<file path="config.mk">
export PLATFORM = sky130hd
export DESIGN_NAME = tdm_frame_sender4
export DESIGN_NICKNAME = d
export VERILOG_FILES = /design/src/rtl/tdm_frame_sender4.sv
export SDC_FILE = /design/constraint.sdc
export NUM_CORES = 1
export LEC_CHECK = 0
export CAP_MARGIN = 25
export CORE_ASPECT_RATIO = 1.4
export CORE_MARGIN = 1.5
export CORE_UTILIZATION = 30
export DETAILED_ROUTE_END_ITERATION = 10
export SYNTH_ARGS = -nofsm -noshare
export SYNTH_HDL_FRONTEND = slang
export SYNTH_SLANG_ARGS = --single-unit
</file>
<file path="constraint.sdc">
create_clock -name iClk -period 1.8 [get_ports iClk]
set_clock_uncertainty 0.1 [all_clocks]
set_input_delay 0.27 -clock iClk [delete_from_list [all_inputs] [get_ports iClk]]
set_output_delay 0.27 -clock iClk [all_outputs]
set_load 0.02 [all_outputs]
</file>
<file path="src/rtl/tdm_frame_sender4.sv">
// Four-channel TDM frame sender: one byte buffer per channel, served round-robin
// as UART-style frames (start, 8 data bits LSB first, stop) on oC with a channel select.
module tdm_frame_sender4 (
  input  logic       iClk,
  input  logic       iRst,
  input  logic [7:0] iData,
  input  logic [1:0] iCh,
  input  logic       iValid,
  output logic       oReady,
  output logic       oC,
  output logic       oS1,
  output logic       oS0,
  output logic       oBusy,
  output logic [1:0] dbg_state
);

  typedef enum logic [1:0] {IDLE, START, DATA, STOP} state_t;

  state_t     state_q, state_d;
  logic [7:0] buf_q [4];
  logic [7:0] buf_d [4];
  logic [3:0] pend_q, pend_d;
  logic [1:0] last_q, last_d;
  logic [1:0] sel_q, sel_d;
  logic [7:0] shift_q, shift_d;
  logic [2:0] cnt_q, cnt_d;
  logic       oc_q, oc_d;
  logic       busy_q, busy_d;

  logic       wr_en;
  logic       pick_vld;
  logic [1:0] pick_ch;
  logic [1:0] idx;

  // Handshake: a byte transfers on a rising edge where iValid and oReady are both 1;
  // oReady depends only on pending[iCh], never on iValid.
  assign oReady    = ~pend_q[iCh];
  assign wr_en     = iValid & oReady;

  assign oC        = oc_q;
  assign oS1       = sel_q[1];
  assign oS0       = sel_q[0];
  assign oBusy     = busy_q;
  assign dbg_state = state_q;

  // Round-robin pick: walk downward so the channel right after last_served wins.
  always_comb begin
    pick_vld = 1'b0;
    pick_ch  = last_q;
    idx      = last_q;
    for (int i = 4; i >= 1; i--) begin
      idx = last_q + 2'(i);
      if (pend_q[idx]) begin
        pick_vld = 1'b1;
        pick_ch  = idx;
      end
    end
  end

  always_comb begin
    state_d = state_q;
    buf_d   = buf_q;
    pend_d  = pend_q;
    last_d  = last_q;
    sel_d   = sel_q;
    shift_d = shift_q;
    cnt_d   = cnt_q;
    oc_d    = oc_q;
    busy_d  = busy_q;

    if (wr_en) begin
      buf_d[iCh]  = iData;
      pend_d[iCh] = 1'b1;
    end

    case (state_q)
      IDLE: begin
        oc_d   = 1'b1;
        busy_d = 1'b0;
        // The chosen channel is pending, so it cannot be written on this same edge.
        if (pick_vld) begin
          state_d         = START;
          shift_d         = buf_q[pick_ch];
          pend_d[pick_ch] = 1'b0;
          sel_d           = pick_ch;
          last_d          = pick_ch;
          oc_d            = 1'b0;
          busy_d          = 1'b1;
        end
      end
      START: begin
        state_d = DATA;
        oc_d    = shift_q[0];
        shift_d = {1'b0, shift_q[7:1]};
        cnt_d   = 3'd0;
      end
      DATA: begin
        if (cnt_q == 3'd7) begin
          state_d = STOP;
          oc_d    = 1'b1;
          cnt_d   = 3'd0;
        end else begin
          oc_d    = shift_q[0];
          shift_d = {1'b0, shift_q[7:1]};
          cnt_d   = cnt_q + 3'd1;
        end
      end
      STOP: begin
        state_d = IDLE;
        oc_d    = 1'b1;
        busy_d  = 1'b0;
      end
      default: state_d = IDLE;
    endcase
  end

  always_ff @(posedge iClk) begin
    buf_q <= buf_d;
    if (iRst) begin
      state_q <= IDLE;
      pend_q  <= 4'b0000;
      last_q  <= 2'd3;
      sel_q   <= 2'd0;
      shift_q <= 8'h00;
      cnt_q   <= 3'd0;
      oc_q    <= 1'b1;
      busy_q  <= 1'b0;
    end else begin
      state_q <= state_d;
      pend_q  <= pend_d;
      last_q  <= last_d;
      sel_q   <= sel_d;
      shift_q <= shift_d;
      cnt_q   <= cnt_d;
      oc_q    <= oc_d;
      busy_q  <= busy_d;
    end
  end

endmodule

</file>
==> results.py <==
metrics = {
    "run_status": {
        "status": "complete, but fails checks",
        "violations": "negative setup slack",
    },
    "global_routing": {
        "grt_pass1_wl_um": 7310,
        "antenna_found_initial": 0,
        "grt_pass1_vias": 1634,
        "grt.total_usage_pct": 11.2,
        "gr-total-overflow": 0,
        "grt_max_degree": 20,
    },
    "sta": {
        "holdWs_ps": 388,
        "worst_slew_pin_slew_ps": 382,
        "layout_setup_ws_ps": -19.1,
        "rsz0062_at_grt": "yes",
        "hold_viol": 0,
        "fin_crit_sh_pct": 101,
        "slew_viol_final": 0,
        "min_period_ps": 1820,
        "setup_viol": 1,
        "relSlewSlack_pct": 74.5,
        "fmax_ghz": 0.550,
    },
    "power_and_ir_drop": {
        "p_comb_share_pct": 45.1,
        "ir_worst_vdd_mv": 0.515,
        "p_leak_nw": 1.17,
        "p_sw_share_pct": 34.6,
        "seq_power_share_pct": 38.0,
        "clock_power_share_pct": 17.0,
        "power.density_mw_per_mm2": 1300,
        "power_mw": 4.20,
        "intPower_mw": 2.74,
        "p_sw_mw": 1.45,
    },
    "floorplanning": {
        "row_count": 38,
        "core_area_sq_mm": 0.00775,
        "io_pins": 20,
        "initial_utilization_pct": 30.8,
        "die_h_um": 109,
        "die_w_um": 78.4,
        "die_area_sq_mm": 0.00852,
    },
    "critical_path": {
        "crit_end": "shift_q[4]$_SDFFE_PP0P_",
        "timing.rr.end": "shift_q[4]$_SDFFE_PP0P_",
        "ff2ff_path_depth": 7,
        "slowest_stage": "dfxtp_4",
        "setup.worst_path.start_class": "flop",
        "crit_path_cell_trace": "clkinvlp_4 > ha_4 > a221oi_4 > buf_6 > nand2b_4 > a21o_1 > o221ai_2",
        "cp_num_cells": 7,
        "critical_path_required_ps": 1890,
        "cp_top_family": "compound AO/OA/AOI/OAI gates",
        "critPathBufInv": 2,
        "cp-startpoint": "dbg_state[0]$_SDFFE_PP0P_",
        "critPathMaxFanout": 8,
        "critical_path_class": "reg2reg",
        "end_kind": "flop",
        "r2r_slack_ps": -20,
        "r2r_start": "dbg_state[0]$_SDFFE_PP0P_",
        "arrival_ps": 1910,
        "max_stage_delay_ps": 380,
    },
    "route": {
        "ant_nets": 0,
        "drt-pass1-iter-count": 4,
        "routed_wl_um": 4960,
        "drtIter0Drc": 58,
        "post_drt_wl_per_cell_um": 14.6,
        "vias": 1628,
        "vias_per_cell": 4.80,
        "drc": 0,
    },
    "logic_synthesis": {
        "ys_seq_area_share_pct": 59.5,
        "ys_types": 33,
        "yosysWarnings": 0,
        "ys.flop_type": "edfxtp_1",
        "async_reset_ff_share_pct": 0,
        "synth_edf_count": 32,
        "post-synth-top-area-cell": "edfxtp_1",
        "avgSynthCellArea_sq_um": 12.5,
        "synth.top_cell.area_share_pct": 40.2,
        "ys_seq_elements": 55,
        "synth_cells": 191,
        "syn-num-nets": 211,
        "ys_top_cells_by_area": "edfxtp_1 40%, dfxtp_1 19%, mux2i_1 7.1%, ha_1 3.7%, nand2b_1 3.4%",
        "synth_area_sq_mm": 0.00239,
    },
    "placed_design": {
        "portBuffers": 19,
        "place_ws_ps": -488,
        "gp_congestion": 0.821,
        "hpwl_um": 3140,
    },
    "min_path": {
        "min_path_type": "reg2reg",
    },
    "clock_network": {
        "cts_root_buffer": "clkbuf_8",
        "clk_pin_slew_ps": 110,
        "clock_path_buffers": 2,
        "cts_tree": "built",
        "numCtsBuffers": 5,
        "cts_sinks": 55,
        "clk_latency_ps": 310,
        "htreeDepth": 2,
    },
    "finish": {
        "final_core_util_pct": 41.6,
        "area_growth_pct": 35.0,
        "layout-drive-gt1-share_pct": 30.5,
        "nets": 258,
        "fillers": 727,
        "diodes": 0,
    },
    "job": {
        "max-cap-violations": 0,
    },
}
## power by group through the flow
| stage | combinational, mW | clock [mW] | sequential [mW] |
|---|---|---|---|
| 6_report | 1.89 | 0.712 | 1.59 |
| 5_1_grt | 2.04 | 0.781 | 1.61 |
| 4_1_cts | 1.53 | 0.732 | 1.57 |
| 3_5_place_dp | 1.47 | 0 | 1.60 |
| 3_3_place_gp | 1.45 | 0 | 1.60 |
| 2_1_floorplan | 0.962 | 0 | 1.64 |
## cell usage after synthesis, types with 2 or more instances
cell type,n
a211o_1,2
a211oi_1,5
a21o_1,7
a21oi_1,9
buf_4,2
clkbuf_1,5
dfxtp_1,23
edfxtp_1,32
ha_1,7
inv_1,4
mux2i_1,17
nand2_1,2
nand2b_1,13
nand3_1,10
nor2_1,20
nor2b_1,2
nor3_1,8
o221ai_1,8
## through the flow
stage	setup TNS, ps	cell area [sq um]	std cells
6_report	-19.1	3230	339
5_1_grt	-452	3230	339
4_1_cts	0	3010	333
3_5_place_dp	-1110	2880	325
3_3_place_gp	-922	2880	325
2_1_floorplan	0	2420	191
## worst register-to-register path, delay by kind of cell, from the launching register on
family	cells	cell delay (ps)
compound gates	3	570
buf+inv	2	310
flops	1	380
simple gates	1	110
fa+ha+maj	1	220
## timing repair
| item | 4_1_cts | 5_1_grt |
|---|---|---|
| setup buffers | 0 | 3 |
| hold buffers | 0 | 0 |
| pin swaps | 0 | 7 |
| cloned | 0 | 3 |
| setup endpoints to repair | 9 | 15 |
| gates resized for setup | 12 | 29 |
## state kept, by name (all words and copies together) (netlist names)
name       cells
buf_q         32
shift_q        8
pend_q         4
cnt_q          3
dbg_state      2
last_q         2
sel_q          2
oBusy          1
oC             1
## cells in the final DEF (no fill, tap or decap), drive strengths merged, types with 4 or more instances in the layout
| cell type | n |
|---|---|
| edfxtp | 32 |
| buf | 28 |
| dfxtp | 23 |
| nor2 | 20 |
| clkdlybuf4s50 | 17 |
| mux2i | 17 |
| nand2b | 13 |
| nand3 | 11 |
| a21oi | 9 |
| nor3 | 8 |
| o221ai | 8 |
| a21o | 7 |
| clkbuf | 7 |
| ha | 7 |
| a211oi | 5 |
| inv | 4 |
## kinds of logic after synthesis
kind of cell	share of synthesized area [%]
AO/OA/AOI/OAI	11.0
buffers and inverters	2.51
adder cells (fa/ha/maj)	3.66
flip-flops	59.5
multiplexers	8.53
AND/OR/NAND/NOR	14.8
## metal layers
layer / up-vias / GRT usage [%] / wire, um
met5: - / 0 / 0
met4: 0 / 5.48 / 104
met3: 8 / 2.11 / 102
met2: 28 / 21.2 / 2760
met1: 784 / 11.8 / 2000
li1: 808 / - / -
## worst min-delay path by stage
| stage | to | slack (ps) | depth (start not counted) | from |
|---|---|---|---|---|
| after floorplan | buf_q[0]$_DFFE_PP_ | 270 | 0 | iData[0] |
| after global placement | cnt_q[2]$_SDFFE_PP0N_ | 360 | 2 | cnt_q[2]$_SDFFE_PP0N_ |
| after CTS | cnt_q[2]$_SDFFE_PP0N_ | 390 | 2 | cnt_q[2]$_SDFFE_PP0N_ |
| after detailed placement | cnt_q[2]$_SDFFE_PP0N_ | 370 | 2 | cnt_q[2]$_SDFFE_PP0N_ |
| after global routing | cnt_q[1]$_SDFFE_PP0N_ | 420 | 2 | cnt_q[1]$_SDFFE_PP0N_ |
| final | cnt_q[1]$_SDFFE_PP0N_ | 390 | 2 | cnt_q[1]$_SDFFE_PP0N_ |
## area by class of cell
type / count / area [sq um] / share of cell area (%)
Clock buffer: 5 / 68.8 / 2.13
Sequential cell: 55 / 1430 / 44.3
Tap cell: 100 / 125 / 3.88
Multi-Input combinational cell: 124 / 1090 / 33.9
Inverter: 4 / 18.8 / 0.582
Clock inverter: 3 / 28.8 / 0.892
Timing Repair Buffer: 48 / 463 / 14.3
(Power assumes the default switching activity.)
